`src/rtl/timer_pkg.sv`:
```
// rtl/timer_pkg.sv - shared state encoding, BCD limits and helpers for the countdown timer
package timer_pkg;

    typedef enum logic [1:0] {
        ST_IDLE    = 2'd0,
        ST_RUN     = 2'd1,
        ST_PAUSED  = 2'd2,
        ST_EXPIRED = 2'd3
    } state_t;

    localparam logic [3:0] BCD_MAX      = 4'd9;
    localparam logic [3:0] SEC_TENS_MAX = 4'd5;

    function automatic int prescale_width(input int clk_hz, input int tick_hz);
        int w;
        w = $clog2(clk_hz / tick_hz);
        return (w < 1) ? 1 : w;
    endfunction

    function automatic logic bcd_valid(input logic [15:0] v);
        return (v[15:12] <= BCD_MAX) && (v[11:8] <= BCD_MAX) &&
               (v[7:4] <= SEC_TENS_MAX) && (v[3:0] <= BCD_MAX);
    endfunction

    // One-second decrement of a non-zero MM:SS value, borrowing digit by digit
    function automatic logic [15:0] bcd_dec(input logic [15:0] v);
        logic [15:0] r;
        r = v;
        if (v[3:0] != 4'd0) begin
            r[3:0] = v[3:0] - 4'd1;
        end else begin
            r[3:0] = BCD_MAX;
            if (v[7:4] != 4'd0) begin
                r[7:4] = v[7:4] - 4'd1;
            end else begin
                r[7:4] = SEC_TENS_MAX;
                if (v[11:8] != 4'd0) begin
                    r[11:8] = v[11:8] - 4'd1;
                end else begin
                    r[11:8]  = BCD_MAX;
                    r[15:12] = v[15:12] - 4'd1;
                end
            end
        end
        return r;
    endfunction

endpackage

```
`src/rtl/countdown_timer_ctrl_if.sv`:
```
// rtl/countdown_timer_ctrl_if.sv - control/status bundle between game logic and the countdown timer
interface countdown_timer_ctrl_if;

    logic        LOAD;
    logic [15:0] PRESET_BCD;
    logic        START;
    logic        PAUSE;
    logic [15:0] DIGITS;
    logic        RUNNING;
    logic        DONE;
    logic        EXPIRED;
    logic        LOAD_ERR;

    modport master (
        output LOAD, PRESET_BCD, START, PAUSE,
        input  DIGITS, RUNNING, DONE, EXPIRED, LOAD_ERR
    );

    modport slave (
        input  LOAD, PRESET_BCD, START, PAUSE,
        output DIGITS, RUNNING, DONE, EXPIRED, LOAD_ERR
    );

endinterface

```
`src/rtl/tick_gen.sv`:
```
// rtl/tick_gen.sv - prescaler producing a one-cycle tick enable every CLK_HZ/TICK_HZ enabled cycles
module tick_gen
    import timer_pkg::*;
#(
    parameter int CLK_HZ  = 100_000_000,
    parameter int TICK_HZ = 1
) (
    input  logic CLK100M,
    input  logic RESET,
    input  logic en,
    input  logic clr,
    output logic tick
);

    localparam int           P    = CLK_HZ / TICK_HZ;
    localparam int           W    = prescale_width(CLK_HZ, TICK_HZ);
    localparam logic [W-1:0] LAST = W'(P - 1);

    logic [W-1:0] count;

    // Holding while en is low is what preserves a partial second across a pause
    always_ff @(posedge CLK100M) begin
        if (RESET || clr) begin
            count <= '0;
        end else if (en) begin
            count <= (count == LAST) ? '0 : count + W'(1);
        end
    end

    assign tick = en && (count == LAST);

endmodule

```
`src/rtl/countdown_timer_ctrl.sv`:
```
// rtl/countdown_timer_ctrl.sv - MM:SS countdown FSM with BCD preset validation and expiry flagging
module countdown_timer_ctrl
    import timer_pkg::*;
#(
    parameter int          CLK_HZ    = 100_000_000,
    parameter int          TICK_HZ   = 1,
    parameter logic [15:0] RESET_BCD = 16'h0100
) (
    input  logic                    CLK100M,
    input  logic                    RESET,
    countdown_timer_ctrl_if.slave   bus
);

    state_t      state_q, state_d;
    logic [15:0] digits_q, digits_d;
    logic        running_q, done_q, expired_q, load_err_q;
    logic        done_d, load_err_d;
    logic        en, clr, tick;

    // A LOAD cycle, accepted or rejected, consumes the cycle: the prescaler does not advance
    assign en = (state_q == ST_RUN) && !bus.LOAD;

    tick_gen #(
        .CLK_HZ  (CLK_HZ),
        .TICK_HZ (TICK_HZ)
    ) u_tick_gen (
        .CLK100M (CLK100M),
        .RESET   (RESET),
        .en      (en),
        .clr     (clr),
        .tick    (tick)
    );

    always_comb begin
        state_d    = state_q;
        digits_d   = digits_q;
        done_d     = 1'b0;
        load_err_d = 1'b0;
        clr        = 1'b0;
        if (bus.LOAD) begin
            if (bcd_valid(bus.PRESET_BCD)) begin
                digits_d = bus.PRESET_BCD;
                state_d  = ST_IDLE;
                clr      = 1'b1;
            end else begin
                load_err_d = 1'b1;
            end
        end else begin
            case (state_q)
                ST_IDLE: begin
                    if (bus.START && (digits_q != 16'h0000)) begin
                        state_d = ST_RUN;
                        clr     = 1'b1;
                    end
                end
                ST_RUN: begin
                    if (tick) begin
                        digits_d = bcd_dec(digits_q);
                    end
                    // Expiry outranks a coincident PAUSE
                    if (tick && (digits_q == 16'h0001)) begin
                        state_d = ST_EXPIRED;
                        done_d  = 1'b1;
                    end else if (bus.PAUSE) begin
                        state_d = ST_PAUSED;
                    end
                end
                ST_PAUSED: begin
                    if (bus.PAUSE) begin
                        state_d = ST_RUN;
                    end
                end
                default: begin
                    state_d = state_q;
                end
            endcase
        end
    end

    always_ff @(posedge CLK100M) begin
        if (RESET) begin
            state_q    <= ST_IDLE;
            digits_q   <= RESET_BCD;
            running_q  <= 1'b0;
            done_q     <= 1'b0;
            expired_q  <= 1'b0;
            load_err_q <= 1'b0;
        end else begin
            state_q    <= state_d;
            digits_q   <= digits_d;
            running_q  <= (state_d == ST_RUN);
            done_q     <= done_d;
            expired_q  <= (state_d == ST_EXPIRED);
            load_err_q <= load_err_d;
        end
    end

    assign bus.DIGITS   = digits_q;
    assign bus.RUNNING  = running_q;
    assign bus.DONE     = done_q;
    assign bus.EXPIRED  = expired_q;
    assign bus.LOAD_ERR = load_err_q;

endmodule
```
`src/flat_wrapper.sv`:
```
// flat-port wrapper written by rule: the top's interface ports become plain ports
module countdown_timer_ctrl_flat import timer_pkg::*;
#(
    parameter int          CLK_HZ    = 100_000_000,
    parameter int          TICK_HZ   = 1,
    parameter logic [15:0] RESET_BCD = 16'h0100
)
  (CLK100M, RESET, bus_LOAD, bus_PRESET_BCD, bus_START, bus_PAUSE, bus_DIGITS, bus_RUNNING, bus_DONE, bus_EXPIRED, bus_LOAD_ERR);
  countdown_timer_ctrl_if bus_i ();
  input  logic CLK100M;
  input  logic RESET;
  input wire logic [$bits(bus_i.LOAD)-1:0] bus_LOAD;
  input wire logic [$bits(bus_i.PRESET_BCD)-1:0] bus_PRESET_BCD;
  input wire logic [$bits(bus_i.START)-1:0] bus_START;
  input wire logic [$bits(bus_i.PAUSE)-1:0] bus_PAUSE;
  output wire logic [$bits(bus_i.DIGITS)-1:0] bus_DIGITS;
  output wire logic [$bits(bus_i.RUNNING)-1:0] bus_RUNNING;
  output wire logic [$bits(bus_i.DONE)-1:0] bus_DONE;
  output wire logic [$bits(bus_i.EXPIRED)-1:0] bus_EXPIRED;
  output wire logic [$bits(bus_i.LOAD_ERR)-1:0] bus_LOAD_ERR;
  assign bus_i.LOAD = bus_LOAD;
  assign bus_i.PRESET_BCD = bus_PRESET_BCD;
  assign bus_i.START = bus_START;
  assign bus_i.PAUSE = bus_PAUSE;
  assign bus_DIGITS = bus_i.DIGITS;
  assign bus_RUNNING = bus_i.RUNNING;
  assign bus_DONE = bus_i.DONE;
  assign bus_EXPIRED = bus_i.EXPIRED;
  assign bus_LOAD_ERR = bus_i.LOAD_ERR;
  countdown_timer_ctrl #(.CLK_HZ(CLK_HZ), .TICK_HZ(TICK_HZ), .RESET_BCD(RESET_BCD)) u_core (.CLK100M(CLK100M), .RESET(RESET), .bus(bus_i));
endmodule
```
`config.mk`:
```
export PLATFORM = sky130hd
export DESIGN_NAME = countdown_timer_ctrl_flat
export DESIGN_NICKNAME = d
export VERILOG_FILES = /design/src/rtl/timer_pkg.sv /design/src/rtl/countdown_timer_ctrl_if.sv /design/src/rtl/tick_gen.sv /design/src/rtl/countdown_timer_ctrl.sv /design/src/flat_wrapper.sv
export SDC_FILE = /design/constraint.sdc
export NUM_CORES = 1
export LEC_CHECK = 0
export CAP_MARGIN = 30
export CORE_MARGIN = 3
export CORE_UTILIZATION = 50
export CTS_BUF_LIST = sky130_fd_sc_hd__clkbuf_8
export DETAILED_ROUTE_END_ITERATION = 8
export GPL_TIMING_DRIVEN = 0
export PLACE_DENSITY = 0.75
export SYNTH_ARGS = -nofsm -noshare
export SYNTH_HDL_FRONTEND = slang
export SYNTH_SLANG_ARGS = --single-unit
```
`constraint.sdc`:
```
create_clock -name CLK100M -period 4.3 [get_ports CLK100M]
set_clock_uncertainty 0.2 [all_clocks]
set_input_delay 0.86 -clock CLK100M [delete_from_list [all_inputs] [get_ports CLK100M]]
set_output_delay 0.86 -clock CLK100M [all_outputs]
set_load 0.02 [all_outputs]
```
==> summary.txt <==
STA
  • Share of the clock period used by the worst path: 68.2%
  • Accumulated negative setup slack: 0 ns
  • Total setup violations reported at the end of the flow: 0
  • RSZ-0062 raised after global routing: false
  • Final Hold Vio Count: 0
  • Shortest clock period the worst path allows after layout: 2.93 ns
  • Number of slew-limit violations in the final report: 0
  • Achievable Freq: 341 MHz
  • Worst slew margin relative to its limit: 61.8%
  • Smallest hold slack: 0.299 ns
  • Worst-Margin Slew: 0.568 ns

Synth
  • Synthesized area divided by synthesized cell count: 8.03 um^2
  • Portion of netlist area occupied by mux cells: 1.48%
  • Synthesized instance count: 337
  • Post-synthesis adder-cell area fraction: 1.39%
  • Dominant register cell in the synthesized netlist: dfxtp_1
  • Xor-xnor portion of the synthesized cell area: 8.41%
  • Sequential fraction of the synthesis area: 36.2%
  • Number of flip-flops and latches in the synthesized netlist: 49
  • Dominant combinational cell family by area after synthesis: simple AND/OR/NAND/NOR gates
  • Share of synthesized registers carrying an async set or reset: 0%
  • Compound-gate portion of the synthesized area: 15.1%
  • Number of flops mapped to enable cells by yosys: 0
  • Syn. warnings: 0
  • Synth cell types: 50
  • Synthesized Nets: 361
  • Simple-gate share of the synthesized area: 32.9%
  • Area of the mapped netlist: 2710 um^2

Layout
  • Share of cells above drive strength 1: 4.97%
  • Layout filler cell count: 460
  • Total area of multi-input combinational cells: 1600 um^2
  • Relative area change from synthesis to final layout: 21.1%
  • Antenna cells: 0
  • Post-route design area: 3280 um^2
  • Final Net Count: 406
  • Combined flip-flop and latch cell area: 981 um^2

Power
  • Switching power: 0.000217 W
  • Peak VDD IR: 0.217 mV
  • Clock group share of total power: 36.6%
  • Ratio of total power to cell area: 271 nW/um^2
  • Sequential share of power: 52.3%
  • Switching Share: 24.5%
  • Cell-internal power: 0.000670 W
  • Proportion of power drawn by combinational gates: 11.1%
  • Static Leak: 1.10 nW

Clocking
  • CTS H-tree lvls: 2
  • Post-CTS Setup Repair Bufs: 0
  • Number of buffers created by CTS: 5
  • TritonCTS clock tree: yes
  • Number of resized instances in the post-cts repair step: 0
  • Buffer levels on the longest clock path: 2
  • Clock sink count: 49
  • Skew-Pair Late Insertion Delay: 0.30 ns
  • Reg clk slew, reported paths: 0.08 ns
  • Clock Root Buffer: clkbuf_8
  • Number of buffers inserted for hold repair after clock tree synthesis: 0

Route
  • DRT Pass-1 Iters: 5
  • Total length of routed wires: 7.02 mm
  • Antenna Nets Post-Route: 0
  • First DRT Iteration DRCs: 242
  • Number of DRC violations after detailed routing: 0
  • Routed len/inst: 15.5 um
  • Total number of vias: 2665
  • DR vias/cell: 5.90

Setup path
  • Type of destination of the critical path: flop
  • Kind of critical path: in -> reg
  • FF-to-FF End: u_core.u_tick_gen.count[17]
  • Worst reg2reg path startpoint: u_core.bus.DIGITS[12]
  • Arrival time of the worst setup path: 2.93 ns
  • Nature of the critical path startpoint: input pin
  • Worst-case register-to-register setup slack: 1.64 ns
  • Max FO, Critical Path: 8
  • Register-to-Register Path Depth: 8
  • Required time of the critical path: 4.30 ns

Floorplanning
  • Effective utilization at floorplan: 52.3%
  • I/O pin count: 41
  • Standard cell core area: 5170 um^2
  • Cell row count: 26
  • Overall die area: 6330 um^2
  • Y dimension of the die: 79.6 um
  • Horiz. Die Dim: 79.6 um

Global routing
  • Largest net degree at the start of global routing: 15
  • Via count of the first global-routing pass: 2588
  • Antenna violations before repair: 0
  • Total global routing overflow: 0
  • First-pass GRT wire length: 12.0 mm
  • Overall global routing resource usage: 23.5%

Placement
  • Buffers added on ports: 38
  • Post-detail-place hpwl: 5.16 mm
  • Placement Cell Area: 3180 um^2
  • Placer's final routability congestion estimate: 0.885

Worst hold path
  • Hold-critical path depth: 2
  • Endpoint with the worst hold slack: u_core.u_tick_gen.count[1]
  • Type of the tightest min-delay check: reg -> reg
  • Hold path startpoint: u_core.u_tick_gen.count[1]

Status
  • Status: finished clean

Run
  • Max-capacitance violation count: 0
==> metrics by stage <==
step	power, W	setup WS, ns	utilization, %	cells
floorplan	0.000528	1.58	-	337
global placement	0.000570	1.16	61.4	445
detailed placement	0.000571	1.13	61.4	445
CTS	0.000889	1.46	63.4	452
global route	0.000920	1.24	63.4	452
finish	0.000887	1.37	63.4	452
==> flip-flops by register name (all words and copies together) (netlist names) <==
| name | count |
|---|---|
| u_core.bus.DIGITS | 16 |
| u_core.bus.EXPIRED | 1 |
| u_core.u_tick_gen.count | 27 |
| u_core.bus.RUNNING | 1 |
| u_core.bus.DONE | 1 |
| u_core.bus.LOAD_ERR | 1 |
| u_core.state_q | 2 |
==> per-layer routing <==
metal,part of all wire (%),global-route usage (%),vias to the layer above
met1,46,31.8,1234
met2,45,37.0,114
met3,7.0,6.32,10
met5,0,0,-
met4,1.2,5.84,0
li1,-,-,1307
==> cell usage after synthesis, drive strengths merged, types with 5 or more instances <==
master / number / area [um^2]
dfxtp: 49 / 981
nor2: 44 / 168
nand2: 29 / 109
a21oi: 23 / 115
nand3: 19 / 95.1
xnor2: 19 / 166
nor3: 17 / 85.1
inv: 11 / 41.3
clkbuf: 10 / 37.5
o21ai: 10 / 50.0
nand4: 8 / 50.1
nor4: 8 / 65.1
buf: 7 / 45.0
xor2: 7 / 61.3
and3: 6 / 37.5
and4: 6 / 52.6
o32ai: 6 / 52.6
a22oi: 5 / 37.5
nor4b: 5 / 56.3
==> cells by family (layout without fill, tap and decap cells) <==
| logic type | count (synthesis) | count (layout) |
|---|---|---|
| muxes | 4 | 4 |
| adders and majority gates | 3 | 3 |
| and+or+nand+nor | 164 | 164 |
| DFF | 49 | 49 |
| xor gates and xnor gates | 26 | 26 |
| buffers and inverters | 28 | 73 |
| AOI/OAI and AO/OA | 63 | 63 |
==> cells in the final DEF, fill, tap and decap left out, types with 3 or more instances in the layout <==
master           count
nor2_1              43
nor3b_1              3
nor4_1               7
nand2_1             29
nor2b_1              3
ha_1                 3
and4_1               6
dfxtp_1             49
a31oi_1              4
clkbuf_1            10
o21ai_0              9
xnor2_1             19
clkbuf_8             5
or4_1                4
o32ai_1              6
nand3_1             19
nor4b_1              3
buf_2                3
mux2i_1              4
a22oi_1              5
inv_1               11
a21oi_1             23
and3_1               6
nor3_1              17
xor2_1               7
o211a_1              3
clkdlybuf4s50_1     38
or3_1                3
nand4_1              8
==> power groups by stage <==
stage / Sequential (W) / Clock (W) / Combinational, W
2_1_floorplan: 0.000478 / 0 / 0.0000505
3_3_place_gp: 0.000474 / 0 / 0.0000959
3_5_place_dp: 0.000474 / 0 / 0.0000961
4_1_cts: 0.000464 / 0.000328 / 0.0000966
5_1_grt: 0.000465 / 0.000348 / 0.000107
6_report: 0.000464 / 0.000325 / 0.0000982
==> worst max-delay path by stage <==
stage / from / to / slack, ns / depth (start not counted)
floorplan: bus_LOAD / u_core.u_tick_gen.count[23] / 1.58 / 8
global placement: bus_PRESET_BCD[10] / u_core.bus.DIGITS[11] / 1.16 / 7
detailed placement: bus_PRESET_BCD[10] / u_core.bus.DIGITS[11] / 1.13 / 7
CTS: bus_PRESET_BCD[10] / u_core.bus.DIGITS[11] / 1.46 / 7
global route: bus_PRESET_BCD[10] / u_core.bus.DIGITS[14] / 1.24 / 7
finish: bus_PRESET_BCD[10] / u_core.bus.DIGITS[11] / 1.37 / 7
==> area by class of cell <==
class                           count  share of cell area, %
Tap cell                           70                   2.67
Inverter                           11                   1.26
Multi-Input combinational cell    260                   48.9
Clock buffer                        5                   2.10
Timing Repair Buffer               38                   11.6
Clock inverter                      2                   1.07
Buffer                             17                   2.52
Sequential cell                    49                   29.9
==> worst max-delay path, stage by stage <==
cell and delay, ns:
clkdlybuf4s50_1 0.45, o21ai_0 0.36, and4_1 0.26, and2_1 0.12
buf_1 0.26, o22ai_1 0.25, o32ai_1 0.36
Power figures use the tool's default switching activity.
